[config.mk]
export PLATFORM = sky130hd
export DESIGN_NAME = s3g_rx
export DESIGN_NICKNAME = d
export VERILOG_FILES = /design/src/rtl/s3g_rx.sv
export SDC_FILE = /design/constraint.sdc
export NUM_CORES = 1
export LEC_CHECK = 0
export CAP_MARGIN = 15
export CORE_ASPECT_RATIO = 2
export CORE_MARGIN = 2
export CORE_UTILIZATION = 50
export CTS_CLUSTER_SIZE = 24
export DETAILED_ROUTE_END_ITERATION = 6
export PLACE_DENSITY = 0.73
export SLEW_MARGIN = 20
export SYNTH_ARGS = -nofsm -noshare
export SYNTH_HDL_FRONTEND = slang
export SYNTH_SLANG_ARGS = --single-unit
[constraint.sdc]
create_clock -name clk -period 4.64 [get_ports clk]
set_clock_uncertainty 0.2 [all_clocks]
set_input_delay 0.464 -clock clk [delete_from_list [all_inputs] [get_ports clk]]
set_output_delay 0.464 -clock clk [all_outputs]
set_load 0.02 [all_outputs]
[src/rtl/s3g_rx.sv]
// s3g_rx - receive-side framer for the S3G link.
// Frame format: 0xD5 start, length, payload (0..MAX_LEN bytes), CRC8 over payload.
// A frame with a good CRC is latched onto payload_len/buf0..buf15 with a one-cycle
// packet_valid strobe. Bad or oversized frames are dropped and signalled with
// err_crc/err_len, and the last good payload is left untouched.
// Optional feature macro: S3G_RX_TIMEOUT_EN enables the inter-byte gap timeout
// (err_timeout). Without it err_timeout is tied low and a stalled frame waits.
module s3g_rx #(
  parameter int MAX_LEN        = 16,
  parameter int TIMEOUT_CYCLES = 100000
) (
  input  logic       clk,
  input  logic       rst,
  input  logic [7:0] rx_data,
  input  logic       rx_valid,
  output logic       packet_valid,
  output logic [7:0] payload_len,
  output logic [7:0] buf0,
  output logic [7:0] buf1,
  output logic [7:0] buf2,
  output logic [7:0] buf3,
  output logic [7:0] buf4,
  output logic [7:0] buf5,
  output logic [7:0] buf6,
  output logic [7:0] buf7,
  output logic [7:0] buf8,
  output logic [7:0] buf9,
  output logic [7:0] buf10,
  output logic [7:0] buf11,
  output logic [7:0] buf12,
  output logic [7:0] buf13,
  output logic [7:0] buf14,
  output logic [7:0] buf15,
  output logic       busy,
  output logic       err_crc,
  output logic       err_len,
  output logic       err_timeout
);

  localparam int         DEPTH     = 16;
  localparam logic [7:0] SOF_BYTE  = 8'hD5;
  localparam logic [7:0] MAX_LEN_B = 8'(MAX_LEN);

  // Elaboration-time parameter sanity checks.
  if ((MAX_LEN < 1) || (MAX_LEN > DEPTH)) begin : g_bad_max_len
    $error("s3g_rx: MAX_LEN must be in 1..16");
  end
  if ((TIMEOUT_CYCLES < 1) || (TIMEOUT_CYCLES >= (1 << 24))) begin : g_bad_timeout
    $error("s3g_rx: TIMEOUT_CYCLES must be in 1..2^24-1");
  end

  typedef enum logic [1:0] {
    S_IDLE = 2'd0,
    S_LEN  = 2'd1,
    S_DATA = 2'd2,
    S_CRC  = 2'd3
  } state_t;

  // CRC8, polynomial x^8+x^2+x+1 (0x07), MSB first, one data byte per call.
  // Bit-identical to the transmitter's nextCRC8_D8.
  function automatic logic [7:0] next_crc8_d8(input logic [7:0] data, input logic [7:0] crc);
    logic [7:0] c;
    c = crc ^ data;
    for (int i = 0; i < 8; i++) begin
      if (c[7]) begin
        c = {c[6:0], 1'b0} ^ 8'h07;
      end else begin
        c = {c[6:0], 1'b0};
      end
    end
    return c;
  endfunction

  state_t     state_q;
  logic [7:0] len_q;
  logic [3:0] byte_cnt_q;
  logic [7:0] crc_q;
  logic [7:0] crc_d;
  logic [7:0] staging_q [DEPTH];
  logic [7:0] buf_q     [DEPTH];
  logic [7:0] payload_len_q;
  logic       packet_valid_q;
  logic       busy_q;
  logic       err_crc_q;
  logic       err_len_q;
  logic       err_timeout_q;
  logic       timeout_hit_s;

  assign crc_d = next_crc8_d8(rx_data, crc_q);

`ifdef S3G_RX_TIMEOUT_EN
  // Fires on the cycle the gap counter would reach TIMEOUT_CYCLES.
  localparam logic [23:0] TIMEOUT_LAST = 24'(TIMEOUT_CYCLES - 1);

  logic [23:0] gap_q;

  assign timeout_hit_s = (state_q != S_IDLE) && !rx_valid && (gap_q == TIMEOUT_LAST);

  // Inter-byte gap counter: cleared by every byte, held at 0 while idle.
  always_ff @(posedge clk or negedge rst) begin
    if (!rst) begin
      gap_q <= 24'd0;
    end else if (rx_valid || (state_q == S_IDLE) || timeout_hit_s) begin
      gap_q <= 24'd0;
    end else begin
      gap_q <= gap_q + 24'd1;
    end
  end
`else
  assign timeout_hit_s = 1'b0;
`endif

  // Frame parser FSM with registered payload, status and strobe outputs.
  always_ff @(posedge clk or negedge rst) begin
    if (!rst) begin
      state_q        <= S_IDLE;
      len_q          <= 8'd0;
      byte_cnt_q     <= 4'd0;
      crc_q          <= 8'd0;
      payload_len_q  <= 8'd0;
      packet_valid_q <= 1'b0;
      busy_q         <= 1'b0;
      err_crc_q      <= 1'b0;
      err_len_q      <= 1'b0;
      err_timeout_q  <= 1'b0;
      for (int i = 0; i < DEPTH; i++) begin
        staging_q[i] <= 8'd0;
        buf_q[i]     <= 8'd0;
      end
    end else begin
      // Strobes default low so each lasts exactly one cycle.
      packet_valid_q <= 1'b0;
      err_crc_q      <= 1'b0;
      err_len_q      <= 1'b0;
      err_timeout_q  <= 1'b0;
      if (timeout_hit_s) begin
        state_q       <= S_IDLE;
        busy_q        <= 1'b0;
        err_timeout_q <= 1'b1;
      end else if (rx_valid) begin
        case (state_q)
          S_IDLE: begin
            // Anything but the start byte is line noise between frames.
            if (rx_data == SOF_BYTE) begin
              state_q <= S_LEN;
              busy_q  <= 1'b1;
            end else begin
              state_q <= S_IDLE;
              busy_q  <= 1'b0;
            end
          end
          S_LEN: begin
            len_q      <= rx_data;
            crc_q      <= 8'd0;
            byte_cnt_q <= 4'd0;
            if (rx_data > MAX_LEN_B) begin
              err_len_q <= 1'b1;
              state_q   <= S_IDLE;
              busy_q    <= 1'b0;
            end else if (rx_data == 8'd0) begin
              state_q <= S_CRC;
            end else begin
              state_q <= S_DATA;
            end
          end
          S_DATA: begin
            staging_q[byte_cnt_q] <= rx_data;
            crc_q                 <= crc_d;
            byte_cnt_q            <= byte_cnt_q + 4'd1;
            if ({4'd0, byte_cnt_q} == (len_q - 8'd1)) begin
              state_q <= S_CRC;
            end else begin
              state_q <= S_DATA;
            end
          end
          S_CRC: begin
            state_q <= S_IDLE;
            busy_q  <= 1'b0;
            if (rx_data == crc_q) begin
              packet_valid_q <= 1'b1;
              payload_len_q  <= len_q;
              // Staging may hold stale bytes from a longer earlier frame.
              for (int i = 0; i < DEPTH; i++) begin
                buf_q[i] <= (8'(i) < len_q) ? staging_q[i] : 8'd0;
              end
            end else begin
              err_crc_q <= 1'b1;
            end
          end
          default: begin
            state_q <= S_IDLE;
            busy_q  <= 1'b0;
          end
        endcase
      end else begin
        busy_q <= (state_q != S_IDLE);
      end
    end
  end

  assign packet_valid = packet_valid_q;
  assign payload_len  = payload_len_q;
  assign busy         = busy_q;
  assign err_crc      = err_crc_q;
  assign err_len      = err_len_q;
  assign err_timeout  = err_timeout_q;

  assign buf0  = buf_q[0];
  assign buf1  = buf_q[1];
  assign buf2  = buf_q[2];
  assign buf3  = buf_q[3];
  assign buf4  = buf_q[4];
  assign buf5  = buf_q[5];
  assign buf6  = buf_q[6];
  assign buf7  = buf_q[7];
  assign buf8  = buf_q[8];
  assign buf9  = buf_q[9];
  assign buf10 = buf_q[10];
  assign buf11 = buf_q[11];
  assign buf12 = buf_q[12];
  assign buf13 = buf_q[13];
  assign buf14 = buf_q[14];
  assign buf15 = buf_q[15];

endmodule
; ---- After elaboration in Yosys (flattened, before gate mapping)
; Index checks and enable logic that the tools add are counted.
; W data, S select, Z words.
[classes]
n_addsub = 2
shift = 0
mux = 47
mul = 0
n_bitwise = 10
magnitude_cmp = 19
n_div = 0
reduce_logical = 10
n_eq_ne = 8
[op_table]
columns = op, count
row1 = $mux W8, 17
row2 = $bwmux W128, 1
row3 = $lt A4 B8 Y1 const A, 8
row4 = $demux W8 S4, 1
row5 = $lt A3 B8 Y1 const A, 4
row6 = $mux W3, 8
row7 = $not A3 Y3, 8
row8 = $lt A1 B8 Y1 const A, 2
row9 = $lt A2 B8 Y1 const A, 2
row10 = $pmux W8 S2, 1
row11 = $mux W1, 15
row12 = $eq A4 B8 Y1, 1
row13 = $eq A8 B8 Y1, 1
row14 = $eq A8 B8 Y1 const B, 1
row15 = $gt A8 B5 Y1 const B, 1
row16 = $logic_not A8 Y1, 1
row17 = $pmux W2 S4, 1
row18 = $pmux W4 S2, 1
row19 = $reduce_and A2 Y1, 4
row20 = $sub A8 B1 Y8 const B, 1
row21 = $xor A8 B8 Y8, 1
row22 = $ge A5 B5 Y1 const B, 1
row23 = $lt A5 B1 Y1 const B, 1
row24 = $not A4 Y5, 1
row25 = 11 further kinds, 13
[word_totals]
elab_cells = 137
register_bits = 290
mem_bits_ro = 0
mem_bits_rw = 0
output_inout_bits = 141
inputBits = 11
n_memories = 0
latch_bits = 0

; ---- Longest topological paths before layout
; Gate-level depths: netlist of run 1.
[depth]
depth_word = 18
depth_mapped = 11
mapped_depth_nobuf = 8

; ---- Worst setup path before layout of run 1
; Ideal clock, no wire load.
[synth_path]
path_kind = input port to flip-flop
start = in rx_data[7]
end = reg buf_q (netlist bit buf3[3])
n_path_buf = 3
t_arrival_ns = 2.012
setup_ns = 0.117
stages = 10
setup_slack_ns = 2.311
required_ns = 4.323
path_cell_list = clkbuf_1 > xnor2_1 > ha_1 > and3_1 > and3_1 > nand3_2 > buf_2 > clkbuf_1 > nand2_1 > nand2_1
[synth_between]
elab_chain_cells = 2
[synth_lines]
columns = element, line_no
row1 = from (decl), 14  ; input logic [7:0] rx_data,
row2 = $eq A8 B8 Y1, 179  ; if (rx_data == crc_q) begin
row3 = $reduce_and A3 Y1 (no source line), --
row4 = "to (signal, indexed assignment)", 184  ; buf_q[i] <= (8'(i) < len_q) ? staging_q[i] : 8'd0;
row5 = to (decl), 80  ; logic [7:0] buf_q [DEPTH];
; No other way between the ends.
; A chain may end at the register's enable or synchronous reset.

; ---- Worst setup path after layout of run 1
[layout_path]
start = in rx_data[3]
end = reg buf_q (netlist bit buf11[0])
; Same word-level chain as after synthesis.

==> reports/results.tsv, run 1 <==
metric	value	unit
status	finished with violations	
violated checks	DRC	
CTS buffer count	24	
# IOs	152	
final core utilization	61.6	%
Worst Tran Pin Value	0.894	ns
Yosys top cell by area	dfrtp_1	
area of the mapped netlist	11900	sq um
Crit-path slowest cell	buf_4	
die height	222	microns
Comb pwr share	10.2	%
Seq pwr share	49.3	%
Core Area	23600	sq um
first-pass GRT wire length	45.4	mm
clk_lat worst skew	0.53	ns
fin nets	1213	
CP required	4.90	ns
crit-path max FO	80	
yosys warns	0	
Max-slew headroom	40.4	%
sequential share of the synthesized area	60.8	%
Worst setup startpoint	rx_data[3]	
DR pass1 iterations	7	
max reg flops	128	
Inst Count DP	1446	
non-filler cells, final	1491	
final hold viol count	0	
CTS H-tree depth	1	
number of synthesized register bits	290	
worst path buffer plus inverter count	3	
Post-Synth Simple-Gate Area	16.9	%
R2R depth	9	
Slew Limit Fails	0	
Vias	8199	
Unique masters post-synth	44	
Crit Reg-Reg Endpoint	buf11[0]	
Synth Area in XOR/XNOR	2.02	%
Root Buffer	clkbuf_16	
Synth top area share	60.8	%
top post-synthesis cells by area	dfrtp_1, mux2_2, nand2_1, nand3_1, ha_1	
grt ovf	0	
Finished Cell Area	14500	sq um
Routed WL	28.0	mm
Worst Hold Launch	buf5[2]	
post-synthesis mux area share	12.9	%
HPWL Detailed	18.0	mm
clock tree buffer depth	3	
Worst Hold Class	flop to flop	
Port Buffer Count	150	
switch share	24.7	%
GRT Total Usage	22.6	%
endpoints failing setup	0	
crit-path cells	clkdlybuf4s50_1 -> xnor2_1 -> ha_1 -> and3_1 -> and3_1 -> nand3_4 -> inv_4 -> buf_4 -> nand3_1 -> nand2_1	
most frequent CP cell	and3_1	
leakage power	7.40	nW
gp weighted congestion	0.788	
CTS clock-pin slew for the worst setup and hold paths	0.07	ns
Async S/R FF share, synth	100	%
Worst Setup EP	buf11[0]	
count leader, synth	nand2_1	
total power	5.55	mW
Final Critical Period	3.36	ns
Clk pwr share	40.6	%
RSZ-0062 raised after global routing	no	
area grow syn2layout	21.9	%
Most flops, register	staging_q	
PwrDens	382	nW/um^2
CTS tree	built	
DRC	15	
# rows	80	
WL/cell	18.8	microns
# diodes	0	
Worst EP arrival	3.61	ns
Synth Flop Type	dfrtp_1	
max-cap violations	0	
Tcrit/Tclk final	72.3	%
Switching Power	1.37	mW
WP depth	10	
Critical Path Sink Type	flop	
Post-synth top cells	nand2_1, dfrtp_1, mux2_2, nand3_1, buf_2	
post-cts sizing count	0	
Int Power	4.18	mW
Die Area	25200	sq um
Max VDD drop	0.369	mV
vias in the first global route	8337	
area fraction in compound gates after synthesis	2.67	%
Net Count, Synth	1079	
fillers	1909	
Post-DP Area	13600	sq um
main combinational cell family by area after synthesis	simple AND/OR/NAND/NOR gates	
layout cells sized above 1	17.0	%
Post-Syn Instances	1052	
FF-to-FF setup slack	1.34	ns
largest net degree at the start of global routing	123	
Die W	113	microns
fmax	298	MHz
EDFF count, synth	0	
initial antenna violation count	0	
Synth Area in Adders	1.68	%
post-synthesis average cell area	11.3	sq um
antenna viol nets, final	0	
r2r startpoint	crc_q[3]	
CP peak stage delay	0.66	ns
Crit Path Class	input pin to flop	
Initial Util	50.5	%
Via density	5.50	
cell family with most CP delay	buffers and inverters	
setup_tns	0	ns
Clock Sinks	290	
Startpoint Class	input pin	
starting DRC count in detailed routing	546	
## through the flow
stage	worst slack [ns]	hold slack, ns
after floorplan	2.31	-0.0316
after global placement	0.863	0.251
after detailed placement	0.737	0.256
after CTS	1.27	0.270
after global routing	1.01	0.287
final	1.28	0.267
## worst reg2reg max path, cell delays in order (launching register included)
cell and delay, ns:
dfrtp_1 0.39, xnor2_1 0.39, ha_1 0.23, and3_1 0.13, and3_1 0.21, nand3_4 0.50, inv_4 0.19, buf_4 0.66
nand3_1 0.23, nand2_1 0.11
## per-layer routing
metal / vias up / track usage, % / wire, microns
met5: - / 0 / 0
met4: 0 / 6.69 / 686
met3: 47 / 3.30 / 1510
met2: 240 / 38.2 / 14200
met1: 4131 / 30.4 / 11600
li1: 3781 / - / -
## area by class of cell
class	instances	area, sq um	share of cell area (%)
clock buffers	37	761	5.23
clock inverters	7	135	0.929
inverters	11	43.8	0.301
multi-input cells	693	4330	29.8
flip-flops and latches	290	7260	49.9
well taps	287	359	2.47
repair buffers	166	1650	11.4
## logic make-up (layout without fill, tap and decap cells)
kind of cell             count (synthesis)  after routing
flip-flops                             290            290
buffers and inverters                   69            221
XOR/XNOR                                25             25
AND/OR/NAND/NOR                        465            465
AO/OA/AOI/OAI                           49             49
adder cells (fa/ha/maj)                 16             16
multiplexers                           137            137
other                                    1              1
## cell usage in the layout, fill, tap and decap left out, types with 4 or more instances in the layout
master | Yosys | final
bufinv_16 | 0 | 4
nand3_1 | 127 | 127
xor2_1 | 6 | 6
clkbuf_8 | 1 | 9
a22o_1 | 10 | 10
clkdlybuf4s50_1 | 0 | 149
o21ai_0 | 15 | 15
xnor2_1 | 17 | 17
dfrtp_1 | 290 | 290
a21oi_1 | 9 | 9
mux2_2 | 137 | 137
nand2_1 | 293 | 293
inv_1 | 10 | 10
buf_4 | 3 | 13
nand4_1 | 4 | 4
a21o_1 | 6 | 6
nor2_1 | 13 | 13
ha_1 | 16 | 16
nor3_1 | 7 | 7
clkbuf_16 | 0 | 25
## repair_timing
| action | 4_1_cts | 5_1_grt |
|---|---|---|
| endpoints found under the setup margin | 0 | 0 |
| hold endpoints to repair | 119 | 0 |
| hold buffers | 1 | 0 |
| setup buffers | 0 | 0 |
## how the worst min path moves through the flow
stage                      endpoint  slack (ns)  cells after the start
after global placement      buf2[3]        0.25                      2
after CTS                   buf8[2]        0.27                      2
after global routing       buf11[2]        0.29                      2
final                       buf5[2]        0.27                      2
after floorplan           async pin       -0.03                      0
after detailed placement    buf8[2]        0.26                      2
## power by group through the flow
stage	combinational, mW	clock, mW	sequential (mW)
floorplan	0.396	0	2.73
global placement	0.543	0	2.77
detailed placement	0.561	0	2.78
CTS	0.567	2.30	2.73
global route	0.623	2.39	2.75
finish	0.565	2.25	2.74
(Power assumes the default switching activity.)
==> run 2, diff against run 1 <==
- clock period: 4.64 -> 3.3 ns (I/O delays scaled with it)
==> run 2 against run 1 <==
Net effect:
- the flow still finishes with violations (DRC)
- utilization down 0.29 points
- sequential share of layout area up 0.24 points
- clock power up 22%
- clock-buffer cell count down 2
- setup slack worse by 0.46 ns
- via count up 0.87%
- final area down 0.47%
- routed wire length up 0.61%
- die area unchanged
- combinational power up 41%
- sequential power up 41%
- critical path depth down 4
==> reports/results.tsv, run 2 (synthesis results as in run 1) <==
metric	value	unit	change
status	finished with violations		unchanged
violated checks	DRC		unchanged
# diodes	0		unchanged
layout cells sized above 1	16.9	%	was 17.0%
Max-slew headroom	50.9	%	was 40.4%
Tcrit/Tclk final	74.9	%	
Startpoint Class	flop		was input pin
max reg flops	128		unchanged
# hold bufs at CTS	1		unchanged
Die W	113	microns	unchanged
WL/cell	18.9	microns	was 18.8 microns
most used routing layer	met2		unchanged
gp weighted congestion	0.784		was 0.788
leading cell type in the layout, fill and taps excluded	nand2_1		unchanged
# rows	80		unchanged
Via density	5.54		was 5.50
post-cts sizing count	0		unchanged
endpoints failing setup	0		unchanged
Die Area	25200	sq um	unchanged
Clock Sinks	290		unchanged
area grow syn2layout	21.3	%	was 21.9%
Slew Limit Fails	0		unchanged
Port Buffer Count	150		unchanged
final hold viol count	0		unchanged
Worst EP arrival	2.69	ns	was 3.61 ns
Worst Hold Class	input pin to async pin		was flop to flop
CTS buffer count	24		unchanged
PwrDens	510	nW/um^2	was 382 nW/um^2
DRC	15		unchanged
setup_tns	0	ns	unchanged
clk_lat worst skew	0.53	ns	about the same
M2 GR Usage	38.0	%	was 38.2%
Most flops, register	staging_q		unchanged
most frequent cells in the layout	nand2_1, dfrtp_1, clkdlybuf4s50_1, mux2_2, nand3_1		unchanged
CTS tree	built		unchanged
CTS H-tree depth	1		unchanged
starting DRC count in detailed routing	538		was 546
Worst Tran Pin Value	0.731	ns	was 0.894 ns
total power	7.39	mW	was 5.55 mW
final core utilization	61.3	%	was 61.6%
max-cap violations	0		unchanged
Initial Util	50.5	%	unchanged
antenna viol nets, final	0		unchanged
Max VDD drop	0.441	mV	was 0.369 mV
HPWL Detailed	18.5	mm	was 18.0 mm
clock tree buffer depth	3		unchanged
GRT Total Usage	23.1	%	was 22.6%
Routed WL	28.2	mm	was 28.0 mm
# Post-CTS Setup Buffers	0		unchanged
die height	222	microns	unchanged
Root Buffer	clkbuf_16		unchanged
grt ovf	0		unchanged
Core Area	23600	sq um	unchanged
first-pass GRT wire length	46.2	mm	was 45.4 mm
Crit Path Class	flop to flop		was input pin to flop
initial antenna violation count	0		unchanged
leakage power	7.35	nW	was 7.40 nW
crit-path max FO	10		was 80
Finished Cell Area	14500	sq um	about the same
fin nets	1217		was 1,213
met3 Usage GRT	2.70	%	was 3.30%
# IOs	152		unchanged
vias in the first global route	8530		was 8,337
fmax	404	MHz	
CP required	3.52	ns	was 4.90 ns
DR pass1 iterations	7		unchanged
Critical Path Sink Type	flop		unchanged
Vias	8270		was 8,199
RSZ-0062 raised after global routing	no		unchanged
Post-DP Area	13700	sq um	was 13,600 sq um
Final Critical Period	2.47	ns	
CTS clock-pin slew for the worst setup and hold paths	0.07	ns	about the same
largest net degree at the start of global routing	80		was 123
met1 GRT Util	31.8	%	was 30.4%
run 2: changes by cell type in the layout (fill, tap and decap cells not counted):
cell and delta:
clkbuf_8 -4, clkbuf_1 +2, clkinv_2 +2, clkinv_4 +1
bufinv_16 -4, buf_12 +4
run 2: worst paths after layout:
check / start / end / slack [ns] / cells past startpoint
worst min register to register: buf12[3] / buf12[3] / 0.26 / 2
worst min-delay path: rst / buf12[5] / 0.15 / 2
max in group asynchronous: rst / staging_q[68] / 1.86 / 3
min in group clk: buf12[3] / buf12[3] / 0.26 / 2
worst max-delay path: state_q[0] / staging_q[53] / 0.83 / 6
worst max register to register: state_q[0] / staging_q[53] / 0.83 / 6
run 2: stage by stage:
stage | std cells | setup slack (ns) | hold WS, ns
3_3_place_gp | 1450 | 0.513 | 0.148
2_1_floorplan | 1052 | 1.10 | -0.166
4_1_cts | 1492 | 0.836 | 0.197
3_5_place_dp | 1450 | 0.434 | 0.153
6_report | 1492 | 0.827 | 0.155
5_1_grt | 1492 | 0.688 | 0.221
run 2: report_power, final:
group / switching (mW) / internal, mW
clock network: 1.24 / 1.50
registers: 0.178 / 3.67
logic: 0.486 / 0.312
total: 1.91 / 5.48
run 2: worst max-delay path, stage by stage (launching register included):
cell and delay (ns):
dfrtp_1 0.43, inv_1 0.12, ha_1 0.33, nand2_1 0.13, nor3_1 0.37, nand2_1 0.39, mux2_2 0.38
run 2: final cells by class:
cell class | instances | area (sq um)
Clock buffer | 35 | 713
Multi-Input combinational cell | 693 | 4330
Timing Repair Buffer | 170 | 1730
Fill cell | 1920 | 9150
Inverter | 11 | 43.8
Clock inverter | 6 | 33.8
Sequential cell | 290 | 7260
Tap cell | 287 | 359
run 2: layer usage:
layer	share of wire, %	wire [microns]
met5	0	0
met1	42	11900
met4	3.1	861
met2	49	13800
met3	5.4	1530
